**src/rtl/la_clkctrl_pkg.sv**
```systemverilog
// Shared definitions for the la_clkmux4 select controller: state encoding,
// counter width and one-hot select helper.
package la_clkctrl_pkg;

  localparam int unsigned CNTW = 8;

  typedef enum logic [1:0] {
    StIdle   = 2'd0,
    StDrain  = 2'd1,
    StSettle = 2'd2,
    StFin    = 2'd3
  } state_e;

  function automatic logic [3:0] onehot4(input logic [1:0] idx);
    onehot4 = 4'b0001 << idx;
  endfunction

endpackage

```
**src/rtl/la_clkmux4_ctrl.sv**
```systemverilog
// Break-before-make select sequencer for la_clkmux4: drops the current select,
// drains, raises the new one-hot select, settles, then pulses done.
module la_clkmux4_ctrl
  import la_clkctrl_pkg::*;
#(
  parameter int unsigned DRAIN_CYCLES  = 8,
  parameter int unsigned SETTLE_CYCLES = 8,
  parameter int unsigned RESET_SEL     = 0,
  parameter bit          RESET_ON      = 1'b1
) (
  input  logic       clk,
  input  logic       nreset,
  input  logic       req_valid,
  output logic       req_ready,
  input  logic [1:0] req_sel,
  input  logic       req_off,
  output logic [3:0] sel,
  output logic [1:0] cur_sel,
  output logic       cur_on,
  output logic       busy,
  output logic       done
);

  if (DRAIN_CYCLES == 0 || DRAIN_CYCLES > 255) begin : g_bad_drain
    $error("DRAIN_CYCLES must be in 1..255");
  end
  if (SETTLE_CYCLES == 0 || SETTLE_CYCLES > 255) begin : g_bad_settle
    $error("SETTLE_CYCLES must be in 1..255");
  end
  if (RESET_SEL > 3) begin : g_bad_rst_sel
    $error("RESET_SEL must be in 0..3");
  end

  localparam logic [1:0]      RstSel    = 2'(RESET_SEL);
  localparam logic [3:0]      RstOneHot = RESET_ON ? onehot4(RstSel) : 4'b0000;
  localparam logic [CNTW-1:0] DrainLd   = CNTW'(DRAIN_CYCLES - 1);
  localparam logic [CNTW-1:0] SettleLd  = CNTW'(SETTLE_CYCLES - 1);

  state_e            r_state,   w_state_d;
  logic [CNTW-1:0]   r_cnt,     w_cnt_d;
  logic [3:0]        r_sel,     w_sel_d;
  logic [1:0]        r_cur_sel, w_cur_sel_d;
  logic              r_cur_on,  w_cur_on_d;
  logic [1:0]        r_tgt_sel, w_tgt_sel_d;
  logic              r_tgt_off, w_tgt_off_d;
  logic              w_noop;

  // Request already matches what is committed: nothing to switch.
  assign w_noop = req_off ? !r_cur_on : (r_cur_on && (req_sel == r_cur_sel));

  always_comb begin
    w_state_d   = r_state;
    w_cnt_d     = r_cnt;
    w_sel_d     = r_sel;
    w_cur_sel_d = r_cur_sel;
    w_cur_on_d  = r_cur_on;
    w_tgt_sel_d = r_tgt_sel;
    w_tgt_off_d = r_tgt_off;
    unique case (r_state)
      StIdle: begin
        if (req_valid) begin
          if (w_noop) begin
            w_state_d = StFin;
          end else begin
            w_tgt_sel_d = req_sel;
            w_tgt_off_d = req_off;
            w_sel_d     = 4'b0000;
            w_cur_on_d  = 1'b0;
            w_cnt_d     = DrainLd;
            w_state_d   = StDrain;
          end
        end
      end
      StDrain: begin
        if (r_cnt == '0) begin
          if (r_tgt_off) begin
            w_state_d = StFin;
          end else begin
            w_sel_d   = onehot4(r_tgt_sel);
            w_cnt_d   = SettleLd;
            w_state_d = StSettle;
          end
        end else begin
          w_cnt_d = r_cnt - 1'b1;
        end
      end
      StSettle: begin
        if (r_cnt == '0) begin
          w_cur_sel_d = r_tgt_sel;
          w_cur_on_d  = 1'b1;
          w_state_d   = StFin;
        end else begin
          w_cnt_d = r_cnt - 1'b1;
        end
      end
      StFin: begin
        w_state_d = StIdle;
      end
      default: begin
        w_state_d = StIdle;
      end
    endcase
  end

  always_ff @(posedge clk or negedge nreset) begin
    if (!nreset) begin
      r_state   <= StIdle;
      r_cnt     <= '0;
      r_sel     <= RstOneHot;
      r_cur_sel <= RstSel;
      r_cur_on  <= RESET_ON;
      r_tgt_sel <= RstSel;
      r_tgt_off <= 1'b0;
    end else begin
      r_state   <= w_state_d;
      r_cnt     <= w_cnt_d;
      r_sel     <= w_sel_d;
      r_cur_sel <= w_cur_sel_d;
      r_cur_on  <= w_cur_on_d;
      r_tgt_sel <= w_tgt_sel_d;
      r_tgt_off <= w_tgt_off_d;
    end
  end

  assign req_ready = (r_state == StIdle);
  assign busy      = (r_state != StIdle);
  assign done      = (r_state == StFin);
  assign sel       = r_sel;
  assign cur_sel   = r_cur_sel;
  assign cur_on    = r_cur_on;

endmodule

```
**config.mk**
```make
export PLATFORM = sky130hd
export DESIGN_NAME = la_clkmux4_ctrl
export DESIGN_NICKNAME = d
export VERILOG_FILES = /design/src/rtl/la_clkctrl_pkg.sv /design/src/rtl/la_clkmux4_ctrl.sv
export SDC_FILE = /design/constraint.sdc
export NUM_CORES = 1
export LEC_CHECK = 0
export BUFFER_PORTS_ARGS = -buffer_cell sky130_fd_sc_hd__buf_2
export CORE_ASPECT_RATIO = 0.75
export CORE_UTILIZATION = 30
export CTS_CLUSTER_SIZE = 10
export DETAILED_ROUTE_END_ITERATION = 10
export SLEW_MARGIN = 20
export SYNTH_ARGS = -nofsm -noshare
export SYNTH_HDL_FRONTEND = slang
export SYNTH_SLANG_ARGS = --single-unit
```
**constraint.sdc**
```tcl
create_clock -name clk -period 2.09 [get_ports clk]
set_clock_uncertainty 0.15 [all_clocks]
set_input_delay 0.418 -clock clk [delete_from_list [all_inputs] [get_ports clk]]
set_output_delay 0.418 -clock clk [all_outputs]
set_load 0.005 [all_outputs]
```
# After elaboration in Yosys (flattened, before gate mapping)
# Index checks and enable logic that the tools add are counted.
[totals] ff_bits=20 in_bits=6 output_inout_bits=10
[classes] add_sub_neg=1 shifts=1 eq_ne=11 mux=22 bitwise=1 n_reduce_logical=14
[op_table] operator="8-bit 2-to-1 mux" count=5
[op_table] operator="8-bit one-hot mux with 3 select lines" count=1
[op_table] operator="4-bit 2-to-1 mux" count=4
[op_table] operator="2-bit != test (second input constant)" count=6
[op_table] operator="5-bit AND reduction" count=2
[op_table] operator="8-bit logical NOT" count=1
[op_table] operator="2-bit 2-to-1 mux" count=4
[op_table] operator="2-bit one-hot mux with 4 select lines" count=1
[op_table] operator="4-bit one-hot mux with 2 select lines" count=1
[op_table] operator="8-bit by 1-bit subtractor with 8-bit output (second input constant)" count=1
[op_table] operator="3-bit AND reduction" count=2
[op_table] operator="2-bit nonzero test" count=3
[op_table] operator="1-bit 2-to-1 mux" count=5
[op_table] operator="2-bit equality test (second input constant)" count=2
[op_table] operator="4-bit AND reduction" count=1
[op_table] operator="1-bit by 2-bit left shift with 4-bit output (first input constant)" count=1
[op_table] operator="3-bit != test (second input constant)" count=1
[op_table] operator="3-bit nonzero test" count=1
[op_table] operator="2-bit by 1-bit equality test with 1-bit output (second input constant)" count=1
[op_table] operator="2-bit equality test" count=1
[op_table] operator="2-bit logical NOT" count=1
[op_table] operator="1-bit one-hot mux with 2 select lines" count=1
[op_table] operator="2-bit AND reduction" count=1
[op_table] operator="1-bit logical AND" count=1
[op_table] operator="2 further kinds" count=2

# Depth between registers and ports, before layout
# Gate-level depths: netlist (run 1).
[logic_depth] ltp_word=6 mapped_depth=8 mapped_depth_nobuf=7

# Worst setup path before layout (run 1)
# Ideal clock, no wire load.
[synth_timing] kind="reg2reg" from="register r_cnt[0]" to="register r_sel[1], in the netlist sel[1]" setup_slack_ns=-0.062 stages_incl_launch_ff=8 t_arrival_ns=1.875 t_required_ns=1.812 setup_time_ns=0.128 path_cell_list="dfrtp_1 > inv_1 > ha_1 > or3b_4 > nor2_4 > nand3b_1 > a21oi_2 > mux2_1"
[synth_via] elab_chain_cells=3
[synth_rtl] item="start: declaration" line_no="la_clkmux4_ctrl.sv:40" text="logic [CNTW-1:0] r_cnt, w_cnt_d;"
[synth_rtl] item="start signal: assignment" line_no="la_clkmux4_ctrl.sv:116" text="r_cnt <= w_cnt_d;"
[synth_rtl] item="8-bit logical NOT" line_no="la_clkmux4_ctrl.sv:75" text="if (r_cnt == '0) begin"
[synth_rtl] item="2-bit != test (no source line)"
[synth_rtl] item="5-bit AND reduction (no source line)"
[synth_rtl] item="end signal: assignment" line_no="la_clkmux4_ctrl.sv:109" text="r_sel <= RstOneHot;"
[synth_rtl] item="end signal: assignment" line_no="la_clkmux4_ctrl.sv:117" text="r_sel <= w_sel_d;"
[synth_rtl] item="end: declaration" line_no="la_clkmux4_ctrl.sv:41" text="logic [3:0] r_sel, w_sel_d;"
# Every way passes these cells.
# A chain may end at the register's enable or synchronous reset.

# Final worst setup path (run 1)
[layout_timing] from="register r_cnt[0]" to="register r_cnt[3]"
[layout_via] elab_chain_cells=3
[layout_rtl] item="8-bit by 1-bit subtractor with 8-bit output or 8-bit logical NOT (tied branches)"
[layout_rtl] item="8-bit 2-to-1 mux, or another cell as far along" line_no="la_clkmux4_ctrl.sv:88" text="if (r_cnt == '0) begin"
[layout_rtl] item="8-bit one-hot mux with 3 select lines or 5-bit AND reduction (tied branches)"
# Several ways; a longest one is shown, not always the timed one. The select of a mux whose other input is x is not followed.

==> metrics.txt, run 1 <==
area of the multi-input gates=713 um^2; Die ar.=approximately 4400 um^2; Setup TNS=-0.00413 ns; post-synthesis xor/xnor area fraction=1.41%; # diodes=0; Leakage=around 0.74 nW; core area=3800 um^2; Net Count, Synth=128; PwrDens=around 1600 nW/um^2; syn avg cell area=between 10 and 15 um^2; fill count=between 300 and 400; Worst Setup End Kind=flop; Max clock buf depth=2; main combinational cell family by area after synthesis=compound AO/OA/AOI/OAI gates; peak supply drop=0.000769 V; Max Slew Vio Count=0; DR pass1 iterations=4; commonest non-fill, non-tap cell in the layout=dfrtp_1; switching share of power=41.5%; Slew HR=66.9%; Ys Warns=0; Area after DPL=around 1500 um^2; max-cap viol count=0; clk slew on worst S/H paths=0.08 ns; critical path required time=2.09 ns; WL per Instance=~14 um; Seq/Total Area, Yosys=40.6%; total internal power=1.50 mW; row cnt=19; Synth Area in Adders=under 10%; number of global-route vias before repair=1,039; reg2reg setup slack=-0.004 ns; Initial DRC Count=81; Worst Setup Start Kind=flop; most frequent cells in the layout=18 x dfrtp_1, 15 x buf_2, 13 x buf_4; CP endpoint=r_cnt[3]$_DFFE_PN0P_; setup violators final=1; Mapped Area=1240 um^2; final hold vios=0; Worst R2R Path Depth=7; design area=between 1500 and 2000 um^2; CTS tree=done; unrepaired setup endpoints after global routing=true; initial antenna violation count=0; GPL Wtd Cong=slightly below 0.9; setup ws final=-0.00413 ns; crit share post-route=100%; status=complete, but fails checks; Die H=57.7 um; FF+latch area=503 um^2; vias per cell=~5; r2r startpoint=r_cnt[0]$_DFFE_PN0P_; Sw Pwr=1.07 mW; Ports=16; Critical Path Source=r_cnt[0]$_DFFE_PN0P_; mux share of post-synthesis cell area=8.18%; first-pass GRT wire length=4.86 mm; antenna-violating nets left=0; # port buffers=15; Synth cell types=between 40 and 50; DP HPWL=2.09 mm; crit path max fanout=4; Clock Root Buffer=clkbuf_8; Vias=1,018; WP data arrival=2.10 ns; GRT overflow=0; post-synthesis compound-gate area fraction=20.9%; Period minus WS final=2.09 ns; Seq pwr share=26.2%; All-Layer GR Usage=~14%; Worst-Margin Slew=0.492 ns; WL final=2.82 mm; simple-gate share of the synthesized area=19.9%; Crit Path Class=flop to flop; Hold Path Cell Cnt=2; hold crit path type=primary input to flop; CTS sink count=20; Num CTS Buffers=3; Layout Nets=161; Clk Latency, worst-skew pair=0.26 ns; reg2reg end=r_cnt[3]$_DFFE_PN0P_; die width=76.2 um; Clock power frac=11.7%; register bit total from synthesis=20; Mapped Cells=117; layout cell share with drive strength beyond 1=38.3%; violated checks=negative setup slack; FMAX=478 MHz; Residual DRC=0; Combinational Power Share=62.1%; H-tree level count=1; P&R area growth vs syn=26.7%; maximum number of pins on one net before global-route repair=21; initial cell density of the core=~33%
==> sequential cells by signal, indices dropped and copies added (netlist names) <==
register	count
cur_on	1
sel	4
cur_sel	2
r_cnt	8
r_tgt_off	1
r_state	2
r_tgt_sel	2
==> critical path, stage by stage, from the launching register on <==
cell     delay, ns
dfrtp_1       0.39
inv_1         0.07
ha_2          0.16
or3b_4        0.41
or2_4         0.27
a31o_1        0.23
nand3_2       0.11
a21bo_1       0.20
==> worst min-delay path by stage <==
stage	from	endpoint	slack, ns
final	req_sel[1]	r_tgt_sel[1]$_DFFE_PN0P_	0.26
after global routing	req_sel[1]	r_tgt_sel[1]$_DFFE_PN0P_	0.27
after global placement	nreset	r_state[1]$_DFFE_PN0P_	0.25
after CTS	req_sel[1]	r_tgt_sel[1]$_DFFE_PN0P_	0.25
after floorplan	nreset	cur_sel[0]$_DFFE_PN0P_	-0.03
after detailed placement	nreset	r_cnt[7]$_DFFE_PN0P_	0.25
==> repair_timing <==
item | in CTS | in global routing
endpoints found under the hold margin | 18 | 0
pin swaps | 1 | 4
hold buffers | 1 | 0
setup endpoints to repair | 6 | 13
resized for setup | 1 | 5
setup buffers | 1 | 1
==> logic make-up after synthesis <==
logic type | after synthesis
compound gates | 30
simple gates | 41
xor+xnor | 2
fa+ha+maj | 5
mux | 9
flops | 20
buf+inv | 10
==> per-stage QoR <==
stage	hold slack [ns]	power, mW	utilization, %	cells	worst slack [ns]
5_1_grt	0.265	2.77	41.3	201	-0.0857
6_report	0.261	2.57	41.3	201	-0.00413
3_5_place_dp	0.254	2.16	38.5	194	-0.0207
4_1_cts	0.253	2.50	40.6	200	0.00878
2_1_floorplan	-0.0276	1.67	-	117	-0.0197
3_3_place_gp	0.250	2.10	38.5	194	0.00617
==> power groups by stage <==
stage	Combinational, mW	Clock (mW)	Sequential [mW]
2_1_floorplan	0.992	0	0.674
3_3_place_gp	1.43	0	0.673
3_5_place_dp	1.47	0	0.683
4_1_cts	1.52	0.311	0.672
5_1_grt	1.75	0.324	0.697
6_report	1.60	0.300	0.673
==> cell type report <==
| type | instances | share of cell area [%] |
|---|---|---|
| tap | 52 | 4.15 |
| clock buffer | 4 | 3.51 |
| multi-input combinational | 87 | 45.5 |
| inverter | 8 | 1.91 |
| timing repair buffer | 30 | 12.9 |
| sequential | 20 | 32.1 |
==> cell usage after synthesis (all sizes together) <==
library cell / instances / area share [%]
a21bo: 1 / 0.81
a21oi: 2 / 1.1
a221oi: 1 / 2.1
a22o: 1 / 0.71
a31o: 1 / 0.71
a31oi: 4 / 3.2
a32o: 1 / 0.81
and2: 3 / 1.6
and2b: 1 / 0.71
and3: 2 / 1.0
and3b: 1 / 0.71
buf: 1 / 0.40
clkbuf: 1 / 1.1
dfrtp: 18 / 36
dfstp: 2 / 4.2
ha: 5 / 5.1
inv: 8 / 2.4
mux2: 9 / 8.2
nand2: 9 / 2.7
nand2b: 3 / 1.5
nand3: 1 / 0.81
nand3b: 1 / 0.61
nor2: 8 / 3.0
nor2b: 1 / 0.51
nor3: 3 / 1.2
nor3b: 2 / 1.2
nor4: 1 / 0.51
o2111ai: 1 / 0.71
o211ai: 2 / 1.2
o21ai: 8 / 3.2
o22a: 3 / 2.1
o2bb2ai: 3 / 2.1
o311ai: 1 / 1.3
o31a: 1 / 0.71
or2: 2 / 1.2
or2b: 1 / 0.71
or3b: 1 / 0.91
or4: 1 / 0.91
xor2: 2 / 1.4
==> metal layers <==
layer | part of all wire, % | GRT usage, %
met5 | 0 | 0
met4 | 1.1 | 4.67
met3 | 2.9 | 2.83
met2 | 47 | 24.8
met1 | 48 | 17.4
Power figures use the tool's default switching activity.
==> inputs of run 2 (changes only) <==
--- a/config.mk
+++ b/config.mk
@@ -5,6 +5,7 @@
 export SDC_FILE = /design/constraint.sdc
 export NUM_CORES = 1
 export LEC_CHECK = 0
+export ABC_AREA = 1
 export BUFFER_PORTS_ARGS = -buffer_cell sky130_fd_sc_hd__buf_2
 export CORE_ASPECT_RATIO = 0.75
 export CORE_UTILIZATION = 30
==> run 2 against run 1 <==
  * The flow now finishes without violations
  * Final area shrank 6.2%
  * Sequential power up 3%
  * Maximum frequency grew 11%
  * Routed wire length is 6.6% lower
  * Die area is 2.5% higher
  * Worst hold slack got worse by 0.030 ns
  * Global-route usage fell by 0.65 points
  * Sequential cell count is the same
  * Critical path type unchanged
==> metrics.txt, run 2 <==
max FFs per register=8 (unchanged); H-tree level count=1 (unchanged); All-Layer GR Usage=13.3% (-0.65 points); Layout Nets=210 (+30%); Num CTS Buffers=3 (unchanged); Synth Flop Type=dfrtp_1; Leakage=0.788 nW (+6.0%); Synth cell types=23 (-50%); crit share post-route=90.2% (-9.9 points); Worst Setup End Kind=flop; clk slew on worst S/H paths=0.07 ns (about the same); Crit Path Class=flop to flop; Die ar.=4500 um^2 (+2.5%); Clock Root Buffer=clkbuf_8; maximum number of pins on one net before global-route repair=21 (unchanged); vias per cell=4.38 (-13%); DR pass1 iterations=4 (unchanged); top cells by area, synth=dfrtp_1 35%, nand2_1 18%, inv_1 6.2%, nor2_1 6.2%, ha_1 4.9%; # diodes=0 (unchanged); initial antenna violation count=0 (unchanged); Ports=16 (unchanged); number of global-route vias before repair=1,014 (-2.4%); Post-synth top cells=61 x nand2_1, 21 x inv_1, 21 x nor2_1; Mapped Cells=179 (+53%); peak supply drop=0.000536 V (-30%); Mapped Area=1270 um^2 (+2.6%); setup violators final=0 (-1); row cnt=20 (+1); critical path required time=2.10 ns (about the same); post-cts sizing count=0 (-1); CTS sink count=20 (unchanged); area leader, netlist=dfrtp_1; status=completed; fill count=437 (+11%); P&R area growth vs syn=15.7%; Vias=1,109 (+8.9%); Post-CTS Setup Repair Bufs=0 (-1); core area=4050 um^2 (+6.6%); Worst-Margin Slew=0.447 ns (-0.0447 ns); initial cell density of the core=31.4% (-1.2 points); # hold bufs at CTS=1 (unchanged); GPL Wtd Cong=0.771 (-12%); first-pass GRT wire length=4.66 mm (-4.0%); Net Count, Synth=190 (+48%); Slowest-stage cell, CP=dfrtp_1; commonest non-fill, non-tap cell in the layout=nand2_1; WP data arrival=1.89 ns (-0.21 ns); Ys Warns=0 (unchanged); WL per Instance=10.4 um (-26%); Initial DRC Count=51 (-37%); most frequent cells in the layout=61 x nand2_1, 21 x inv_1, 21 x nor2_1; hold crit path type=primary input to flop; register bit total from synthesis=20 (unchanged); Slew HR=70.2% (+3.3 points); WL final=2.64 mm (-6.6%); FMAX=530 MHz (+11%); Die H=58.4 um (+1.3%); Power Total=2.34 mW (-9.0%); Max clock buf depth=2 (unchanged); Worst Setup Start Kind=flop; Setup TNS=0 ns (+0.00413 ns); Post-synth EDFFs=0 (unchanged); largest register by flop count=r_cnt; crit path max fanout=6 (+2); CTS tree=done; unrepaired setup endpoints after global routing=false; Seq/Total Area, Yosys=39.6% (-1.0 points); cells along the critical path=inv_1, ha_1, inv_1, a21oi_1, nand3_2, nand2_1, nand2_1; area fraction of the dominant cell type after synthesis=35.4% (-0.93 points); # port buffers=15 (unchanged); layout cell share with drive strength beyond 1=17.7% (-21 points); Residual DRC=0 (unchanged); GRT overflow=0 (unchanged); ys async rst share=100% (unchanged); CP max stage delay=0.43 ns (+0.02 ns); final hold vios=0 (unchanged); max-cap viol count=0 (unchanged); Max Slew Vio Count=0 (unchanged); Period minus WS final=1.89 ns (-0.208 ns); antenna-violating nets left=0 (unchanged); syn avg cell area=7.10 um^2 (-33%); die width=77.2 um (+1.3%); Clk Latency, worst-skew pair=0.26 ns (about the same); top-count cell post-synth=nand2_1; DP HPWL=2.04 mm (-2.5%); PwrDens=1590 nW/um^2 (-3.0%)
==> run 2: cells by family (layout without fill, tap and decap cells) <==
kind of cell | count (synthesis) | count (layout) | synth area share, %
DFF | 20 | 20 | 39.6
AOI/OAI and AO/OA | 16 | 16 | 6.99
and+or+nand+nor | 108 | 108 | 37.0
adders and majority gates | 5 | 5 | 4.92
xor gates and xnor gates | 5 | 5 | 3.45
buffers and inverters | 25 | 44 | 8.07
==> run 2: through the flow <==
step	instances	utilization (%)	setup WS [ns]	instance area [um^2]	hold WS [ns]
CTS	253	36.3	0.212	1470	0.223
global placement	248	34.7	0.218	1410	0.249
detailed placement	248	34.7	0.225	1410	0.251
floorplan	179	-	0.330	1270	-0.0276
global route	253	36.3	0.0447	1470	0.231
finish	253	36.3	0.204	1470	0.230
==> run 2: cell type report <==
class	count	area [um^2]	share of cell area [%]
tap	55	68.8	4.68
inverter	23	86.3	5.87
multi-input combinational	134	666	45.2
timing repair buffer	17	92.6	6.29
clock buffer	4	55.1	3.74
sequential	20	503	34.2
==> run 2: power by group <==
part | switching (mW) | internal, mW
Clock | 0.129 | 0.168
Sequential | 0.143 | 0.547
Combinational | 0.869 | 0.482
Total | 1.14 | 1.20
==> run 2: worst max-delay path, delay by kind of cell (launching register included) <==
family | cells | cell delay, ns
flip-flops | 1 | 0.43
adder cells (fa/ha/maj) | 1 | 0.26
AND/OR/NAND/NOR | 3 | 0.32
buffers and inverters | 2 | 0.24
AO/OA/AOI/OAI | 1 | 0.38
==> run 2: path summary, 6_finish.rpt <==
path / from / to / slack, ns / cells past startpoint
max in group asynchronous: nreset / sel[0]$_DFFE_PN1P_ / 0.97 / 2
hold / removal: req_sel[1] / r_tgt_sel[1]$_DFFE_PN0P_ / 0.23 / 3
min in group asynchronous: nreset / cur_sel[0]$_DFFE_PN0P_ / 0.48 / 2
hold reg to reg: sel[3]$_DFFE_PN0P_ / sel[3]$_DFFE_PN0P_ / 0.32 / 2
setup reg to reg: r_state[1]$_DFFE_PN0P_ / sel[2]$_DFFE_PN0P_ / 0.20 / 7
setup / recovery: r_state[1]$_DFFE_PN0P_ / sel[2]$_DFFE_PN0P_ / 0.20 / 7
==> run 2: layer usage <==
layer / track usage (%) / wire (um) / vias up
li1: - / - / 600
met4: 1.62 / 13 / 0
met3: 4.19 / 109 / 2
met1: 19.4 / 1480 / 486
met5: 0 / 0 / -
met2: 20.0 / 1030 / 21
